$ cat src/rtl/gpu_pkg.sv
// gpu_pkg: shared types, defaults and FSM encoding for the fragment write-back stage
package gpu_pkg;
    localparam int GPU_DATA_W    = 32;
    localparam int GPU_CORD_W    = 10;
    localparam int GPU_ADDR_W    = 32;
    localparam int FB_WIDTH_DEF  = 640;
    localparam int FB_HEIGHT_DEF = 480;
    typedef struct packed {
        logic [GPU_CORD_W-1:0] x;
        logic [GPU_CORD_W-1:0] y;
        logic [GPU_DATA_W-1:0] color;
    } frag_t;
    typedef struct packed {
        logic [GPU_ADDR_W-1:0] addr;
        logic [GPU_DATA_W-1:0] data;
    } fb_wr_t;
    typedef enum logic [1:0] {
        ST_IDLE,
        ST_REQ,
        ST_WRITE
    } wr_state_e;
endpackage

$ cat src/rtl/frag_fifo.sv
// frag_fifo: synchronous FIFO shared by the pipeline buffers
//   clk, rst       : clock, synchronous active-high reset (flushes contents)
//   data_i, push_i : write port; a push while full is dropped even if a pop happens too
//   data_o, pop_i  : head entry and pop strobe; a pop while empty is ignored
//   full_o, empty_o, count_o : occupancy status
module frag_fifo #(
    parameter int WIDTH = 64,
    parameter int DEPTH = 8
) (
    input  logic                     clk,
    input  logic                     rst,
    input  logic [WIDTH-1:0]         data_i,
    input  logic                     push_i,
    input  logic                     pop_i,
    output logic [WIDTH-1:0]         data_o,
    output logic                     full_o,
    output logic                     empty_o,
    output logic [$clog2(DEPTH):0]   count_o
);
    localparam int AW = $clog2(DEPTH);
    logic [WIDTH-1:0] mem_q [DEPTH];
    logic [AW-1:0]    wr_q, rd_q;
    logic [AW:0]      cnt_q, cnt_d;
    logic             do_push, do_pop;

    assign full_o  = cnt_q == (AW+1)'(DEPTH);
    assign empty_o = cnt_q == '0;
    assign count_o = cnt_q;
    assign data_o  = mem_q[rd_q];
    assign do_push = push_i && !full_o;
    assign do_pop  = pop_i && !empty_o;

    always_comb begin
        cnt_d = cnt_q + (AW+1)'(do_push) - (AW+1)'(do_pop);
    end

    always_ff @(posedge clk) begin
        if (rst) begin
            wr_q  <= '0;
            rd_q  <= '0;
            cnt_q <= '0;
        end else begin
            wr_q  <= do_push ? wr_q + 1'b1 : wr_q;
            rd_q  <= do_pop ? rd_q + 1'b1 : rd_q;
            cnt_q <= cnt_d;
        end
    end

    always_ff @(posedge clk) begin
        if (do_push) mem_q[wr_q] <= data_i;
    end
endmodule

$ cat src/rtl/frag_fb_writer.sv
// frag_fb_writer: fragment write-back stage, turns (x, y, colour) into framebuffer DRAM writes
//   clk, rst                      : clock, synchronous active-high reset
//   i_fb_base                     : framebuffer base byte address
//   i_frag_valid/o_frag_ready     : fragment handshake with i_frag_x, i_frag_y, i_frag_color
//   o_dram_req/i_dram_gnt         : request/grant with the shared DRAM arbiter
//   o_dram_we/addr/wdata          : single-beat 32-bit write, addr/data zero when not writing
//   o_idle                        : buffer empty and FSM idle
//   o_pix_count, o_clip_count     : pixels written, fragments discarded by clipping
// Optional feature: define FRAG_WRITER_CLIP_EN to drop off-screen fragments and count them.
module frag_fb_writer
    import gpu_pkg::*;
#(
    parameter int DATA_WIDTH = GPU_DATA_W,
    parameter int CORD_WIDTH = GPU_CORD_W,
    parameter int FB_WIDTH   = FB_WIDTH_DEF,
    parameter int FB_HEIGHT  = FB_HEIGHT_DEF,
    parameter int FIFO_DEPTH = 8
) (
    input  logic                  clk,
    input  logic                  rst,
    input  logic [31:0]           i_fb_base,
    input  logic                  i_frag_valid,
    output logic                  o_frag_ready,
    input  logic [CORD_WIDTH-1:0] i_frag_x,
    input  logic [CORD_WIDTH-1:0] i_frag_y,
    input  logic [DATA_WIDTH-1:0] i_frag_color,
    output logic                  o_dram_req,
    input  logic                  i_dram_gnt,
    output logic                  o_dram_we,
    output logic [31:0]           o_dram_addr,
    output logic [DATA_WIDTH-1:0] o_dram_wdata,
    output logic                  o_idle,
    output logic [31:0]           o_pix_count,
    output logic [31:0]           o_clip_count
);
    localparam int CW = $clog2(FIFO_DEPTH) + 1;
    frag_t        frag;
    fb_wr_t       wr_in, wr_head;
    logic [31:0]  pix_idx;
    logic         clipped, accept, push, pop, full, empty;
    logic [CW-1:0] count;
    wr_state_e    state_q, state_d;
    logic [31:0]  pix_count_q;

    assign frag    = '{x: GPU_CORD_W'(i_frag_x), y: GPU_CORD_W'(i_frag_y), color: GPU_DATA_W'(i_frag_color)};
    assign pix_idx = 32'(frag.y) * 32'(FB_WIDTH) + 32'(frag.x);
    assign wr_in   = '{addr: i_fb_base + (pix_idx << 2), data: frag.color};
    assign accept  = i_frag_valid && o_frag_ready;
    assign push    = accept && !clipped;
    assign pop     = o_dram_we;

    frag_fifo #(
        .WIDTH ($bits(fb_wr_t)),
        .DEPTH (FIFO_DEPTH)
    ) u_fifo (
        .clk     (clk),
        .rst     (rst),
        .data_i  (wr_in),
        .push_i  (push),
        .pop_i   (pop),
        .data_o  (wr_head),
        .full_o  (full),
        .empty_o (empty),
        .count_o (count)
    );

    // WRITE keeps going only while an entry beyond the current head is already held.
    always_comb begin
        state_d = state_q;
        case (state_q)
            ST_IDLE:  state_d = empty ? ST_IDLE : ST_REQ;
            ST_REQ:   state_d = i_dram_gnt ? ST_WRITE : ST_REQ;
            ST_WRITE: state_d = count > CW'(1) ? (i_dram_gnt ? ST_WRITE : ST_REQ) : ST_IDLE;
            default:  state_d = ST_IDLE;
        endcase
    end

    always_ff @(posedge clk) begin
        if (rst) begin
            state_q     <= ST_IDLE;
            pix_count_q <= '0;
        end else begin
            state_q     <= state_d;
            pix_count_q <= pop ? pix_count_q + 1 : pix_count_q;
        end
    end

    assign o_frag_ready = !full;
    assign o_dram_req   = state_q != ST_IDLE;
    assign o_dram_we    = state_q == ST_WRITE;
    assign o_dram_addr  = o_dram_we ? wr_head.addr : '0;
    assign o_dram_wdata = o_dram_we ? DATA_WIDTH'(wr_head.data) : '0;
    assign o_idle       = empty && state_q == ST_IDLE;
    assign o_pix_count  = pix_count_q;

`ifdef FRAG_WRITER_CLIP_EN
    logic [31:0] clip_count_q;
    assign clipped = 32'(frag.x) >= 32'(FB_WIDTH) || 32'(frag.y) >= 32'(FB_HEIGHT);
    always_ff @(posedge clk) begin
        if (rst) clip_count_q <= '0;
        else     clip_count_q <= (accept && clipped) ? clip_count_q + 1 : clip_count_q;
    end
    assign o_clip_count = clip_count_q;
`else
    logic unused_cfg;
    assign clipped      = 1'b0;
    assign o_clip_count = '0;
    assign unused_cfg   = ^32'(FB_HEIGHT);
`endif
endmodule

$ cat config.mk
export PLATFORM = sky130hd
export DESIGN_NAME = frag_fb_writer
export DESIGN_NICKNAME = d
export VERILOG_FILES = /design/src/rtl/gpu_pkg.sv /design/src/rtl/frag_fifo.sv /design/src/rtl/frag_fb_writer.sv
export SDC_FILE = /design/constraint.sdc
export NUM_CORES = 1
export LEC_CHECK = 0
export CAP_MARGIN = 30
export CORE_AREA = 2 2 179 268
export DETAILED_ROUTE_END_ITERATION = 8
export DIE_AREA = 0 0 181 270
export GPL_TIMING_DRIVEN = 0
export PLACE_DENSITY = 0.8
export SLEW_MARGIN = 0
export SYNTH_ARGS = -nofsm -noshare
export SYNTH_HDL_FRONTEND = slang
export SYNTH_SLANG_ARGS = --single-unit
$ cat constraint.sdc
create_clock -name clk -period 6.8 [get_ports clk]
set_input_delay 1.36 -clock clk [delete_from_list [all_inputs] [get_ports clk]]
set_output_delay 1.36 -clock clk [all_outputs]
set_load 0.01 [all_outputs]
# After elaboration in Yosys (flattened, before gate mapping)
# Memory sizes are Yosys's and may differ from the RTL's. A register that Yosys moved wholly into a read port is not among the register bits.
# Index checks and enable logic that the tools add are counted.
[totals]
regBits = 44
ramBits = 512
input_bits = 88
out_inout_bits = 132
word_cells = 37
mem_count = 1
[op_classes]
addsub = 7
n_mul = 1
magnitude_cmp = 1
eq_ne = 3
muxes = 10
reduce_logical = 9
[memory_table]
columns = ["name", "words", "width", "rd", "rd_clocked_by_memory_dff", "wr", "line", "source"]
rows = [
  ["u_fifo.mem_q", 8, 64, 1, 1, 1, "frag_fifo.sv:21", "logic [WIDTH-1:0] mem_q [DEPTH];"],
]
[ops]
columns = ["operator", "n"]
rows = [
  ["32-bit 2-to-1 mux", 2],
  ["32-bit by 1-bit adder with 32-bit output, second input constant", 1],
  ["32-bit by 23-bit adder with 32-bit output", 1],
  ["20-bit by 10-bit adder with 21-bit output", 1],
  ["10-bit by 3-bit multiplier with 13-bit output, second input constant", 1],
  ["3-bit by 1-bit adder with 3-bit output, second input constant", 2],
  ["3-bit 2-to-1 mux", 2],
  ["2-bit one-hot mux with 3 select lines", 1],
  ["4-bit by 1-bit adder with 4-bit output", 1],
  ["4-bit == test, second input constant", 1],
  ["4-bit by 1-bit greater-than comparator with 1-bit output, second input constant", 1],
  ["1-bit logical AND", 4],
  ["4-bit logical NOT", 1],
  ["2-bit 2-to-1 mux", 2],
  ["4-bit by 1-bit subtractor with 4-bit output", 1],
  ["1-bit 2-to-1 mux", 3],
  ["2-bit by 1-bit == test with 1-bit output, second input constant", 1],
  ["2-bit == test, second input constant", 1],
  ["1-bit logical NOT", 2],
  ["2-bit logical NOT", 1],
  ["2-bit nonzero test", 1],
]

# Depth between registers and ports, before layout
[depth]
ltp_word = 6
mapped_depth = 18
mapped_depth_nobuf = 17

# Modules after synthesis
# Synthesis repeated with hierarchy kept, for this count alone.
[unflattened]
cells_unflattened = 1391
area_unflattened_um2 = 24188.2
[modules_own_cells]
columns = ["module", "instances", "cells_each", "area_each_um2", "seq_area_each_um2"]
rows = [
  ["frag_fifo", 1, 820, 19915.4, 15635.0],
  ["frag_fb_writer", 1, 571, 4272.8, 680.7],
]

# Worst setup path before layout
# No wires, ideal clock.
[synth_timing]
path_type = "input to register"
start = "input port i_frag_valid"
end = "memory u_fifo.mem_q[0][0], enable pin"
setup_time_ps = 565
arrival_time_ps = 6162
required_time_ps = 6235
setup_slack_ps = 73
stages = 4
n_path_buf = 1
cell_sequence = "and2_1 > clkbuf_1 > nand2b_1 > nor3_1"
[synth_between]
elab_chain_len = 4
[synth_lines]
columns = ["element", "line", "source"]
rows = [
  ["from (decl)", "frag_fb_writer.sv:22", "input logic i_frag_valid,"],
  ["1-bit logical AND", "frag_fb_writer.sv:48", "assign accept = i_frag_valid && o_frag_ready;"],
  ["1-bit logical AND", "frag_fifo.sv:30", "assign do_push = push_i && !full_o;"],
  ["via u_fifo.do_push", "frag_fifo.sv:24", "logic do_push, do_pop;"],
  ["1-bit 2-to-1 mux", "frag_fifo.sv:50", "if (do_push) mem_q[wr_q] <= data_i;"],
  ["1-bit 2-to-1 mux (implied by the code)", "frag_fifo.sv:50", ""],
  ["to (decl)", "frag_fifo.sv:21", ""],
]
# The timed path passes the listed nets, and every way through them passes these cells.

# Worst setup path in the final report
[layout_timing]
start = "input port i_frag_y[1]"
end = "memory u_fifo.mem_q[2][63] (data pin)"
[layout_between]
elab_chain_len = 3
[layout_lines]
columns = ["element", "line", "source"]
rows = [
  ["from (decl)", "frag_fb_writer.sv:25", "input logic [CORD_WIDTH-1:0] i_frag_y,"],
  ["10-bit by 3-bit multiplier with 13-bit output", "frag_fb_writer.sv:46", "assign pix_idx = 32'(frag.y) * 32'(FB_WIDTH) + 32'(frag.x);"],
  ["20-bit by 10-bit adder with 21-bit output", "frag_fb_writer.sv:46", ""],
  ["32-bit by 23-bit adder with 32-bit output", "frag_fb_writer.sv:47", "assign wr_in = '{addr: i_fb_base + (pix_idx << 2), data: frag.color};"],
  ["via u_fifo.data_i[63]", "frag_fifo.sv:12", "input logic [WIDTH-1:0] data_i,"],
]
# The timed path passes the listed nets, and every way through them passes these cells.

==> impl_metrics.py <==
metrics = {
    "outcome": {
        "outcome": "finished clean",
    },
    "placed_design": {
        "post_dp_cell_area_um2": 27200,
        "gp_congestion": 0.902,
        "detailed_place_hpwl_um": 34800,
        "buffer_ports.inserted": 182,
    },
    "synthesis": {
        "synth_top_family_by_area": "multiplexers",
        "post_synth_fa_ha_maj_area_fraction_pct": 2.95,
        "yosys.area.top_type_share_pct": 64.3,
        "synth-simple-area-share_pct": 5.58,
        "avgSynthCellArea_um2": 17.0,
        "syn_inst": 1404,
        "synth_area_in_compound_gates_pct": 3.21,
        "synth_seq_area_share_pct": 68.2,
        "yosys.cell_types.count": 64,
        "synth-warning-count": 0,
        "netlist_area_um2": 23900,
        "synth.top_cells.by_area": "sky130_fd_sc_hd__edfxtp_1, sky130_fd_sc_hd__mux4_2, sky130_fd_sc_hd__dfxtp_1",
        "synth_top_area_cell": "sky130_fd_sc_hd__edfxtp_1",
        "synth.mux.area_fraction_pct": 14.9,
        "postSynth.asyncResetShare_pct": 0,
        "post_synth_edffs": 512,
        "synth.ff_latch_count": 559,
        "ys.flop_type": "sky130_fd_sc_hd__edfxtp_1",
        "synth-xor-area-share_pct": 2.64,
    },
    "sta": {
        "actual_slew_at_the_worst_max_slew_pin_ns": 0.904,
        "final.period_utilization_pct": 94.3,
        "finalClockSkew_ns": 0.0226,
        "max_clock_freq_mhz": 156,
        "drv_slew": 0,
        "relative_slew_margins_pct": 39.7,
        "finalCriticalPeriod_ns": 6.41,
        "rsz0062_at_grt": "false",
        "report.final.setup_viol": 0,
        "final_hold_viol_count": 0,
    },
    "clock_tree": {
        "cts.root.buffer_cell": "sky130_fd_sc_hd__clkbuf_16",
        "cts_sinks": 559,
        "cts_inserted_buffers": 47,
        "clk_latency_ns": 0.56,
        "post_cts_hold_fix_bufs": 0,
        "cts.repair_timing.setup_buffer_count": 0,
        "clk_path_buf_depth": 3,
        "cts_tree": "yes",
        "cts_max_level": 2,
        "clkTransAtPathRegs_ns": 0.06,
    },
    "detailed_routing": {
        "routed_wire_length_um": 52600,
        "route.detailed.drc": 0,
        "detail_route.first_pass.iterations": 7,
        "route.detailed.wl_per_inst_um": 22.5,
        "drt.antenna.violating_nets": 0,
        "drt-vias-per-instance": 5.77,
        "route.vias.total": 13500,
        "violation_count_after_the_first_detailed_routing_iteration": 1037,
    },
    "worst_setup_path": {
        "endpoint_kind": "register",
        "slowest_delay_ns": 0.61,
        "max_stage_delay_cell_worst_path": "sky130_fd_sc_hd__a221oi_1",
        "cp.required_ns": 6.95,
        "crit_path_cell_trace": "clkdlybuf4s50_1 -> ha_1 -> ha_1 -> inv_1 -> fa_1 -> xor2_1 -> nor4b_1 -> nand4_1 -> nor4_1 -> xor2_1 -> ha_1 -> and3_1 -> and2_1 -> a221oi_1 -> buf_2 -> nor3_1 -> a31oi_1 -> o211ai_1",
        "critPathKind": "in2reg",
        "most_common_cell_on_crit_path": "sky130_fd_sc_hd__ha_1",
        "cp_data_arrival_time_ns": 6.56,
        "worst_setup_path_start_kind": "input port",
        "critical_path_peak_fanout": 10,
    },
    "pwr": {
        "peakVddDrop_v": 0.000168,
        "power.total_mw": 8.38,
        "power_density_nw_per_um2": 291,
        "power.static_leakage_nw": 9.37,
    },
    "worst_hold_path": {
        "hold_class": "reg2reg",
    },
    "job": {
        "maxCapViolations": 0,
    },
    "grt": {
        "vias_in_the_first_global_route": 14000,
        "grt_overflow_total": 0,
        "grt_util_all_layers_pct": 21.6,
        "number_of_antenna_violations_at_the_first_check_in_global_routing": 2,
        "global_route_wire_length_before_repair_um": 80800,
        "largest_net_degree_at_the_start_of_global_routing": 26,
    },
    "cells_and_area": {
        "drive_above_1_share_pct": 17.6,
        "mostFrequentLayoutCells": "sky130_fd_sc_hd__edfxtp_1, sky130_fd_sc_hd__clkdlybuf4s50_1, sky130_fd_sc_hd__nor2_1, sky130_fd_sc_hd__mux4_2, sky130_fd_sc_hd__mux2i_1",
        "most_common_cell_after_layout_fill_and_taps_aside": "sky130_fd_sc_hd__edfxtp_1",
        "area.growth.synth_to_final_pct": 20.1,
        "final_design_area_no_fill_um2": 28700,
        "final_net_count": 1841,
    },
    "floorplan": {
        "floorplan.core_area_um2": 46600,
        "initial_utilization_pct": 51.3,
        "placementRows": 97,
        "dieArea_um2": 48900,
        "die_width_um": 181,
        "pin_count": 220,
        "die_y_um": 270,
    },
}
path summary, 6_finish.rpt:
| kind | cells past startpoint | end | slack [ns] | from |
|---|---|---|---|---|
| worst max-delay path | 18 | u_fifo.mem_q[2][63] | 0.39 | i_frag_y[1] |
| worst min-delay path | 2 | o_pix_count[31] | 0.53 | o_pix_count[31] |
| worst max register to register | 11 | u_fifo.mem_q[0][7] | 3.68 | u_fifo.count_o[2] |
| worst min register to register | 2 | o_pix_count[31] | 0.53 | o_pix_count[31] |
per-stage QoR:
step                worst slack (ns)  cells  setup TNS (ns)  utilization (%)  hold WS [ns]
global placement               -4.79   2212        -1130.53             57.1         0.487
global route                  0.0377   2331               0             61.7         0.561
detailed placement           -0.0833   2243           -1.27             58.3         0.520
floorplan                     0.0731   1436               0                -         0.473
finish                         0.387   2331               0             61.7         0.529
CTS                            0.485   2329               0             61.6         0.531
Yosys cell counts (5+ instances only):
cell	instances
sky130_fd_sc_hd__a21o_1	15
sky130_fd_sc_hd__a21oi_1	40
sky130_fd_sc_hd__a31oi_1	5
sky130_fd_sc_hd__and3_1	7
sky130_fd_sc_hd__buf_1	5
sky130_fd_sc_hd__buf_2	15
sky130_fd_sc_hd__buf_4	32
sky130_fd_sc_hd__clkbuf_1	36
sky130_fd_sc_hd__dfxtp_1	47
sky130_fd_sc_hd__edfxtp_1	512
sky130_fd_sc_hd__ha_1	50
sky130_fd_sc_hd__inv_1	23
sky130_fd_sc_hd__mux2i_1	67
sky130_fd_sc_hd__mux4_2	128
sky130_fd_sc_hd__nand2_1	46
sky130_fd_sc_hd__nand2b_1	8
sky130_fd_sc_hd__nand3_1	16
sky130_fd_sc_hd__nand4_1	13
sky130_fd_sc_hd__nor2_1	144
sky130_fd_sc_hd__nor3_1	19
sky130_fd_sc_hd__o211ai_1	5
sky130_fd_sc_hd__o21ai_0	17
sky130_fd_sc_hd__or4_1	5
sky130_fd_sc_hd__xnor2_1	37
sky130_fd_sc_hd__xor2_1	35
sequential cells by signal, summed over array words and instances (netlist names), named ones only:
name	flops
o_pix_count	32
state_q	2
u_fifo.rd_q	3
u_fifo.count_o	4
u_fifo.wr_q	3
u_fifo.mem_q	512
metal layers:
metal	vias up	share of wire, %	track usage, %
met5	-	0.019	0
met3	95	5.2	3.09
li1	6030	-	-
met4	2	2.9	6.87
met2	442	53	39.6
met1	6882	39	26.3
worst max-delay path: cells and delay by family:
kind                     cells  cell delay, ns
buffers and inverters        3            0.89
AO/OA/AOI/OAI                3            1.18
AND/OR/NAND/NOR              6            1.52
XOR/XNOR                     2            0.39
adder cells (fa/ha/maj)      4            1.23
logic make-up after synthesis:
logic type	count (synthesis)
flops	559
simple gates	288
other cells	1
mux	196
xor+xnor	72
buf+inv	116
fa+ha+maj	54
compound gates	118
layout make-up:
| type | count | area, um2 |
|---|---|---|
| fillers | 3298 | 17900 |
| flip-flops and latches | 559 | 16300 |
| multi-input cells | 761 | 7190 |
| repair buffers | 214 | 2320 |
| clock buffers | 53 | 1200 |
| well taps | 594 | 743 |
| plain buffers | 93 | 509 |
| clock inverters | 33 | 373 |
| inverters | 23 | 86.3 |
| diodes | 1 | 2.50 |
where the power goes:
part / internal [mW] / total (mW) / leakage [nW] / switching, mW
clock: 1.58 / 2.76 / 0.777 / 1.19
combinational: 0.611 / 1.45 / 3.57 / 0.840
sequential: 4.11 / 4.16 / 5.02 / 0.0513
timing repair:
action                     in CTS  in global routing
setup endpoints to repair       0                  8
hold endpoints to repair        0                  0
gates resized for setup         0                  1
Power figures use the tool's default switching activity.
